`src/rtl/aclu_seq_pkg.sv`:
```
// Shared definitions for the ACLU microsequencer.
//   - opcode constants for INSTR[7:4]
//   - 3-bit sequencer state encoding
//   - jump condition encoding (taken from the low two opcode bits)
//   - widths of the ALU function select and operand nibble
package aclu_seq_pkg;

    localparam int SEL_W  = 3;
    localparam int OPND_W = 4;

    localparam logic [3:0] OP_JMP  = 4'b1000;
    localparam logic [3:0] OP_JC   = 4'b1001;
    localparam logic [3:0] OP_JZ   = 4'b1010;
    localparam logic [3:0] OP_JNZ  = 4'b1011;
    localparam logic [3:0] OP_OUT  = 4'b1100;
    localparam logic [3:0] OP_WAIT = 4'b1101;
    localparam logic [3:0] OP_NOP  = 4'b1110;
    localparam logic [3:0] OP_HALT = 4'b1111;

    typedef enum logic [2:0] {
        ST_IDLE  = 3'd0,
        ST_FETCH = 3'd1,
        ST_EXEC  = 3'd2,
        ST_FLAG  = 3'd3,
        ST_ADDR  = 3'd4,
        ST_WAIT  = 3'd5,
        ST_HALT  = 3'd6
    } state_t;

    typedef enum logic [1:0] {
        JC_ALWAYS = 2'd0,
        JC_CARRY  = 2'd1,
        JC_ZERO   = 2'd2,
        JC_NZERO  = 2'd3
    } jcond_t;

endpackage

```
`src/rtl/aclu_seq_decode.sv`:
```
// Combinational instruction class decoder.
//   opcode    in  4 : INSTR[7:4] of the instruction being decoded
//   is_alu    out 1 : opcode 0sss, ALU operation
//   is_jump   out 1 : JMP/JC/JZ/JNZ (two-byte instruction)
//   jump_cond out 2 : which flag test the jump applies
//   is_out    out 1 : OUT strobe
//   is_wait   out 1 : WAIT n
//   is_halt   out 1 : HALT
// NOP decodes to all flags low.
module aclu_seq_decode
    import aclu_seq_pkg::*;
(
    input  logic [3:0] opcode,
    output logic       is_alu,
    output logic       is_jump,
    output jcond_t     jump_cond,
    output logic       is_out,
    output logic       is_wait,
    output logic       is_halt
);

    always_comb begin
        is_alu    = ~opcode[3];
        is_jump   = 1'b0;
        jump_cond = JC_ALWAYS;
        is_out    = 1'b0;
        is_wait   = 1'b0;
        is_halt   = 1'b0;
        case (opcode)
            OP_JMP:  begin is_jump = 1'b1; jump_cond = JC_ALWAYS; end
            OP_JC:   begin is_jump = 1'b1; jump_cond = JC_CARRY;  end
            OP_JZ:   begin is_jump = 1'b1; jump_cond = JC_ZERO;   end
            OP_JNZ:  begin is_jump = 1'b1; jump_cond = JC_NZERO;  end
            OP_OUT:  is_out  = 1'b1;
            OP_WAIT: is_wait = 1'b1;
            OP_HALT: is_halt = 1'b1;
            default: ;
        endcase
    end

endmodule

```
`src/rtl/aclu_sequencer.sv`:
```
// Fetch/execute microsequencer for the 4-bit accumulator/ALU datapath.
//   CLK    in  1     : system clock, rising edge
//   RST    in  1     : synchronous active-high reset
//   START  in  1     : level, accepted once per assertion in IDLE/HALT
//   INSTR  in  8     : combinational ROM data at PC
//   C      in  1     : datapath carry flag
//   ZERO   in  1     : datapath zero flag
//   PC     out PW    : ROM address
//   ENABLE out 1     : accumulator load strobe (EXEC of ALU op)
//   AC1    out 1     : operand buffer enable (EXEC of ALU op)
//   AC2    out 1     : accumulator output enable (EXEC of OUT)
//   SEL    out 3     : ALU function, held between ALU ops
//   IN     out 4     : operand nibble, held between ALU ops
//   BUSY   out 1     : running (not IDLE/HALT)
//   DONE   out 1     : in HALT
// Every output is a flop whose next value is derived from the next state,
// so a strobe is high exactly during the state it belongs to.
module aclu_sequencer
    import aclu_seq_pkg::*;
#(
    parameter int PW = 8
) (
    input  logic             CLK,
    input  logic             RST,
    input  logic             START,
    input  logic [7:0]       INSTR,
    input  logic             C,
    input  logic             ZERO,
    output logic [PW-1:0]    PC,
    output logic             ENABLE,
    output logic             AC1,
    output logic             AC2,
    output logic [SEL_W-1:0] SEL,
    output logic [OPND_W-1:0] IN,
    output logic             BUSY,
    output logic             DONE
);

    localparam logic [PW-1:0] PC_INC = PW'(1);

    state_t              state, state_nx;
    logic [PW-1:0]       pc_nx;
    logic [3:0]          ir_op, ir_op_nx;
    logic                cf, cf_nx, zf, zf_nx;
    logic [3:0]          wcnt, wcnt_nx;
    logic                start_seen;
    logic                start_ok;
    logic                enable_nx, ac1_nx, ac2_nx;
    logic [SEL_W-1:0]    sel_nx;
    logic [OPND_W-1:0]   in_nx;
    logic                taken;

    logic [3:0]          dec_op;
    logic                is_alu, is_jump, is_out, is_wait, is_halt;
    jcond_t              jump_cond;

    // In FETCH the instruction is decoded straight off the ROM bus; in the
    // later states of the same instruction the latched opcode is used.
    assign dec_op = (state == ST_FETCH) ? INSTR[7:4] : ir_op;

    aclu_seq_decode u_decode (
        .opcode    (dec_op),
        .is_alu    (is_alu),
        .is_jump   (is_jump),
        .jump_cond (jump_cond),
        .is_out    (is_out),
        .is_wait   (is_wait),
        .is_halt   (is_halt)
    );

    // A START level held across a whole run must not relaunch the program
    // once it halts; it has to drop before it can be accepted again.
    assign start_ok = START & ~start_seen;

    always_comb begin
        state_nx  = state;
        pc_nx     = PC;
        ir_op_nx  = ir_op;
        cf_nx     = cf;
        zf_nx     = zf;
        wcnt_nx   = wcnt;
        enable_nx = 1'b0;
        ac1_nx    = 1'b0;
        ac2_nx    = 1'b0;
        sel_nx    = SEL;
        in_nx     = IN;
        taken     = 1'b0;

        case (state)
            ST_IDLE, ST_HALT: begin
                if (start_ok) begin
                    state_nx = ST_FETCH;
                    pc_nx    = '0;
                    cf_nx    = 1'b0;
                    zf_nx    = 1'b0;
                end
            end

            ST_FETCH: begin
                ir_op_nx = INSTR[7:4];
                pc_nx    = PC + PC_INC;
                if (is_alu) begin
                    state_nx  = ST_EXEC;
                    enable_nx = 1'b1;
                    ac1_nx    = 1'b1;
                    sel_nx    = INSTR[6:4];
                    in_nx     = INSTR[3:0];
                end else if (is_jump) begin
                    state_nx = ST_ADDR;
                end else if (is_out) begin
                    state_nx = ST_EXEC;
                    ac2_nx   = 1'b1;
                end else if (is_wait) begin
                    // n stall cycles: counter counts n-1 down to 0 in WAIT.
                    if (INSTR[3:0] == 4'd0) begin
                        state_nx = ST_FETCH;
                    end else begin
                        state_nx = ST_WAIT;
                        wcnt_nx  = INSTR[3:0] - 4'd1;
                    end
                end else if (is_halt) begin
                    state_nx = ST_HALT;
                end else begin
                    state_nx = ST_FETCH;
                end
            end

            ST_EXEC: begin
                state_nx = is_alu ? ST_FLAG : ST_FETCH;
            end

            // Flags are sampled one cycle after ENABLE, once the accumulator
            // holds the new result.
            ST_FLAG: begin
                cf_nx    = C;
                zf_nx    = ZERO;
                state_nx = ST_FETCH;
            end

            ST_ADDR: begin
                case (jump_cond)
                    JC_ALWAYS: taken = 1'b1;
                    JC_CARRY:  taken = cf;
                    JC_ZERO:   taken = zf;
                    JC_NZERO:  taken = ~zf;
                    default:   taken = 1'b0;
                endcase
                pc_nx    = taken ? PW'(INSTR) : (PC + PC_INC);
                state_nx = ST_FETCH;
            end

            ST_WAIT: begin
                if (wcnt == 4'd0) begin
                    state_nx = ST_FETCH;
                end else begin
                    wcnt_nx = wcnt - 4'd1;
                end
            end

            default: state_nx = ST_IDLE;
        endcase
    end

    always_ff @(posedge CLK) begin
        if (RST) begin
            state      <= ST_IDLE;
            PC         <= '0;
            cf         <= 1'b0;
            zf         <= 1'b0;
            wcnt       <= 4'd0;
            start_seen <= 1'b0;
            ENABLE     <= 1'b0;
            AC1        <= 1'b0;
            AC2        <= 1'b0;
            SEL        <= '0;
            IN         <= '0;
            BUSY       <= 1'b0;
            DONE       <= 1'b0;
        end else begin
            state      <= state_nx;
            PC         <= pc_nx;
            cf         <= cf_nx;
            zf         <= zf_nx;
            wcnt       <= wcnt_nx;
            start_seen <= START & (start_seen | (start_ok &&
                          (state == ST_IDLE || state == ST_HALT)));
            ENABLE     <= enable_nx;
            AC1        <= ac1_nx;
            AC2        <= ac2_nx;
            SEL        <= sel_nx;
            IN         <= in_nx;
            BUSY       <= (state_nx != ST_IDLE) && (state_nx != ST_HALT);
            DONE       <= (state_nx == ST_HALT);
        end
    end

    // The opcode latch is only read in states reached through FETCH, so it
    // needs no reset.
    always_ff @(posedge CLK) begin
        ir_op <= ir_op_nx;
    end

endmodule

```
`config.mk`:
```
export PLATFORM = sky130hd
export DESIGN_NAME = aclu_sequencer
export DESIGN_NICKNAME = d
export VERILOG_FILES = /design/src/rtl/aclu_seq_pkg.sv /design/src/rtl/aclu_seq_decode.sv /design/src/rtl/aclu_sequencer.sv
export SDC_FILE = /design/constraint.sdc
export NUM_CORES = 1
export LEC_CHECK = 0
export BUFFER_PORTS_ARGS = -buffer_cell sky130_fd_sc_hd__buf_2
export CAP_MARGIN = 15
export CORE_MARGIN = 5
export CORE_UTILIZATION = 55
export DETAILED_ROUTE_END_ITERATION = 7
export PLACE_DENSITY = 0.79
export RECOVER_POWER = 100
export SLEW_MARGIN = 10
export SYNTH_ARGS = -nofsm -noshare
export SYNTH_HDL_FRONTEND = slang
export SYNTH_HIERARCHICAL = 1
export SYNTH_SLANG_ARGS = --single-unit
```
`constraint.sdc`:
```
create_clock -name CLK -period 3.7 [get_ports CLK]
set_input_delay 0.37 -clock CLK [delete_from_list [all_inputs] [get_ports CLK]]
set_output_delay 0.37 -clock CLK [all_outputs]
set_load 0.005 [all_outputs]
```
======== After elaboration in Yosys (flattened, before gate mapping) ========
Index checks and enable logic that the tools add are counted.
operators by class
  eq/ne operators ......................... 25
  reduce and logical (&&, ||, !) cells .... 20
  add/sub/neg operators ................... 3
  bitwise logic cells ..................... 7
  multiplexer cells ....................... 33
operators with widths
  operator             count
  $eq 4x4->1 const B   7
  $mux 4               7
  $mux 3               8
  $pmux 8 s3           1
  $mux 8               2
  $pmux 3 s5           1
  $ne 2x2->1 const B   7
  $eq 3x3->1 const B   4
  $add 8x1->8 const B  1
  $logic_not 4->1      2
  $mux 1               8
  $pmux 4 s2           1
  $reduce_or 4->1      2
  $sub 4x1->4 const B  2
  $reduce_and 7->1     1
  $eq 3x2->1 const B   2
  $pmux 2 s3           1
  $reduce_and 2->1     3
  $reduce_bool 3->1    2
  $reduce_or 2->1      3
  $eq 2x2->1 const B   2
  $not 1->1            4
  $pmux 1 s2           2
  $pmux 1 s4           1
  11 further kinds     14
word-level totals
  logic and storage cells ................. 101
  input port bits ......................... 13
  register bits after elaboration ......... 33

======== Longest topological paths before layout ========
  depth after elaboration ................. 12
  mapped depth ............................ 12
  depth with buffers taken out ............ 10

======== Hierarchy ========
Netlist, hierarchy kept.
by module, submodules not included
  module           cells an instance  area an instance (sq um)  times used
  aclu_sequencer   223                1745.4                    1
  aclu_seq_decode  7                  61.3                      1

======== Worst setup path after synthesis ========
OpenSTA, ideal clock, no wires.
  kind .................................... register to register
  from .................................... reg state[2]
  to ...................................... reg PC[6]
  arrival time ............................ 2.623 ns
  setup time .............................. 0.074 ns
  cell stages (with the launch flop) ...... 12
  path buffers ............................ 1
  data required time ...................... 3.626 ns
  slack ................................... 1.003 ns
  cell sequence ........................... dfxtp_1 > buf_4 > nand2b_1 > nor2_1 > nand2_1 > nand2_1 > and3b_2 > nand2b_4 > or2_4 > a311o_1 > or4_1 > a31oi_1
between the ends
  word-level cells in the longest chain between the ends .. 9
  elaborated cells on any way between the ends .. 21
ends and longest elaborated chain
  item                                      RTL line               RTL
  from (decl)                               aclu_sequencer.sv:41   state_t state, state_nx;
  from (signal assigned)                    aclu_sequencer.sv:180  state <= state_nx;
  $eq 3x1->1 (*)                            aclu_sequencer.sv:59   assign dec_op = (state == ST_FETCH) ? INSTR[7:4] : ir_op;
  $mux 4 (*)                                -
  net dec_op[3]                             aclu_sequencer.sv:53   logic [3:0] dec_op;
  $eq 4x4->1                                aclu_seq_decode.sv:29  case (opcode)
  $pmux 2 s3 (*)                            aclu_seq_decode.sv:29
  net jump_cond[1]                          aclu_sequencer.sv:55   jcond_t jump_cond;
  $eq 2x2->1, or another cell as far along  aclu_sequencer.sv:141  case (jump_cond)
  $pmux 1 s4 (*)                            aclu_sequencer.sv:141
  $mux 1 (*)                                aclu_sequencer.sv:89   case (state)
  $mux 8 (*)                                aclu_sequencer.sv:148  pc_nx = taken ? PW'(INSTR) : (PC + PC_INC);
  $pmux 8 s3 (*)                            aclu_sequencer.sv:89
  to (signal assigned)                      aclu_sequencer.sv:181  PC <= pc_nx;
  to (decl)                                 aclu_sequencer.sv:29   output logic [PW-1:0] PC,
The timed path passes the listed nets; every way through them passes the cells marked *. The select of a mux whose other input is x is not followed.
A chain may end at the register's enable or synchronous reset.

======== Final worst setup path ========
  from .................................... reg state[0]
  to ...................................... reg PC[6]
Same word-level chain as after synthesis.

==> results.sh <==
export IMPL_fmax_mhz=314
export IMPL_ys_warn_count=6
export IMPL_cts_hold_buf=0
export IMPL_fillers=305
export IMPL_async_reset_ff_share_pct=0
export IMPL_met3_usage_pct=5.32
export IMPL_start_util_pct=58.2
export IMPL_drive_gt1_share_pct=14.1
export IMPL_syn_inst=230
export IMPL_layout_commonest_cell="nand2_1"
export IMPL_cp_max_fo=14
export IMPL_layout_common_cells="35 x nand2_1, 33 x dfxtp_1, 24 x buf_2"
export IMPL_maxSlewViolCount=0
export IMPL_worst_skew_pair_late_latency_ns=0.35
export IMPL_drtIter0Drc=222
export IMPL_syn2layout_area_growth_pct=12.2
export IMPL_wl_per_cell_um=14.1
export IMPL_dp_hpwl_um=3190
export IMPL_via_per_inst=5.82
export IMPL_setup_tns_final_ns=0
export IMPL_grtUsageTotal_pct=21.2
export IMPL_period_needed_ns=3.19
export IMPL_avgSynthCellArea_um2=7.86
export IMPL_grt_overflow_total=0
export IMPL_die_h_um=67.3
export IMPL_synth_distinct_cells=51
export IMPL_synth_top_area_share_pct=36.6
export IMPL_cts_root_buf="clkbuf_4"
export IMPL_finalHoldViolCount=0
export IMPL_cts_buffers_inserted=5
export IMPL_start_kind="flip-flop"
export IMPL_rows=20
export IMPL_cts_htree_levels=2
export IMPL_post_place_ws_ns=0.545
export IMPL_cap_violations=0
export IMPL_antenna_found_initial=0
export IMPL_tightestPinTransition_ns=0.968
export IMPL_fp_dieW_um=67.3
export IMPL_slew_headroom_pct=35.3
export IMPL_use_met2_pct=35.8
export IMPL_synth_largest_area_cell="dfxtp_1"
export IMPL_fin_area_um2=2030
export IMPL_antenna_left=0
export IMPL_dpl_instance_area_um2=1990
export IMPL_ctsResizeCount=0
export IMPL_drt_wl_total_um=4310
export IMPL_worstPathArrival_ns=3.47
export IMPL_grt_pass1_vias=1612
export IMPL_core_um2=3100
export IMPL_path_clk_slew_ns=0.12
export IMPL_ys_top_cells_by_area="dfxtp_1 37%, nand2_1 7.3%, a21oi_1 5.5%"
export IMPL_end_kind="flip-flop"
export IMPL_cts_tree="yes"
export IMPL_setup_viol=0
export IMPL_diodes=0
export IMPL_synth_nets=245
export IMPL_skew_ns=0.0198
export IMPL_first_pass_iters=6
export IMPL_cts_sinks=33
export IMPL_final_nets=276
export IMPL_vias=1781
export IMPL_grt_max_degree=26
export IMPL_cts_path_max_buffers=2
export IMPL_top_usage_layer="met2"
export IMPL_p_per_area_nw_per_um2=522
export IMPL_syn_cell_area_um2=1810
export IMPL_max_vdd_ir_drop_mv=0.361
export IMPL_synth_main_ff_cell="dfxtp_1"
export IMPL_ys_seq_area_share_pct=36.6
export IMPL_hp_class="primary input to flip-flop"
export IMPL_rrSetupSlack_ns=0.51
export IMPL_grt_pass1_wl_um=7310
export IMPL_crit_required_ns=3.99
export IMPL_outcome="completed"
export IMPL_leakagePower_nw=0.799
export IMPL_route_detailed_drc=0
export IMPL_die_area_um2=4530
export IMPL_synth_edf_count=0
export IMPL_setup_ws_ns=0.510
export IMPL_ioPinCount=33
export IMPL_rsz0062_at_grt="no"
export IMPL_cts_setup_buffers=0
export IMPL_min_period_over_period_pct=86.2
export IMPL_grt_use_met1_pct=25.9
export IMPL_gp_congestion=0.854
export IMPL_critPathKind="flip-flop to flip-flop"
export IMPL_ys_ff_latch=33
export IMPL_io_buffers=32
==> Yosys cell counts, types with 2 or more instances <==
library cell  count
nand2_1          35
dfxtp_1          33
nor2_1           22
a21oi_1          20
nand3_1           8
and3_1            7
inv_1             7
nand2b_1          7
clkbuf_1          6
a31oi_1           5
or3_1             5
mux2i_1           4
nand3b_1          4
o21ai_0           4
o21ai_1           4
a211oi_1          3
a221oi_1          3
and2_1            3
buf_4             3
o211ai_1          3
o22ai_1           3
or4_1             3
a21boi_0          2
a32oi_1           2
and3b_2           2
and4_1            2
ha_1              2
nand4_1           2
nor2b_1           2
o21bai_1          2
xnor2_1           2
==> layout make-up <==
cell class	instances	area, µm²	share of cell area [%]
repair buffers	34	165	8.15
multi-input cells	180	1060	52.5
flip-flops and latches	33	661	32.6
clock inverters	3	17.5	0.864
clock buffers	5	37.5	1.85
well taps	44	55.1	2.72
inverters	7	26.3	1.30
==> critical path: stages, from the launching register on <==
cell	delay [ns]
dfxtp_1	0.58
or3b_1	0.60
nand2_1	0.14
nand2_1	0.13
and3b_1	0.28
nand2b_2	0.07
or2_4	0.29
a311o_1	0.43
or4_1	0.48
a31oi_1	0.13
==> report_power, final <==
part	switching, W	total, W	internal, W
sequential	0.0000319	0.000440	0.000408
combinational	0.000262	0.000419	0.000157
clock	0.000127	0.000199	0.0000716
total	0.000421	0.00106	0.000637
==> sequential cells by signal (all words and copies together), names as in the netlist, 3 cells and up <==
| register | flops |
|---|---|
| SEL | 3 |
| wcnt | 4 |
| ir_op | 4 |
| PC | 8 |
| IN | 4 |
| state | 3 |
==> final timing paths <==
kind	start	to	cells after the start
max	state[0]$_SDFF_PP0_	PC[6]$_SDFFE_PP0P_	9
min	INSTR[4]	SEL[0]$_SDFFE_PP0P_	3
max reg2reg	state[0]$_SDFF_PP0_	PC[6]$_SDFFE_PP0P_	9
min reg2reg	IN[0]$_SDFFE_PP0P_	IN[0]$_SDFFE_PP0P_	2
==> cells by family (layout without fill, tap and decap cells) <==
| family | after synthesis | after routing | synth area share (%) |
|---|---|---|---|
| AO/OA/AOI/OAI | 60 | 60 | 21.7 |
| XOR/XNOR | 3 | 3 | 1.45 |
| AND/OR/NAND/NOR | 111 | 111 | 32.5 |
| adder cells (fa/ha/maj) | 2 | 2 | 1.38 |
| flip-flops | 33 | 33 | 36.6 |
| buffers and inverters | 17 | 49 | 4.16 |
| multiplexers | 4 | 4 | 2.22 |
==> layer usage <==
metal	up-vias	routed length, µm
met4	0	63
li1	896	-
met5	-	0
met3	10	287
met1	813	1900
met2	62	2060
==> per-stage QoR <==
| step | power [W] | util, % | hold slack (ns) | instances |
|---|---|---|---|---|
| 4_1_cts | 0.00106 | 65.8 | 0.285 | 306 |
| 3_5_place_dp | 0.000868 | 64.1 | 0.444 | 298 |
| 5_1_grt | 0.00114 | 65.3 | 0.284 | 306 |
| 2_1_floorplan | 0.000762 | - | 0.450 | 230 |
| 3_3_place_gp | 0.000857 | 64.1 | 0.439 | 298 |
| 6_report | 0.00106 | 65.3 | 0.295 | 306 |
Note: power is estimated with default switching activity, not from simulation.
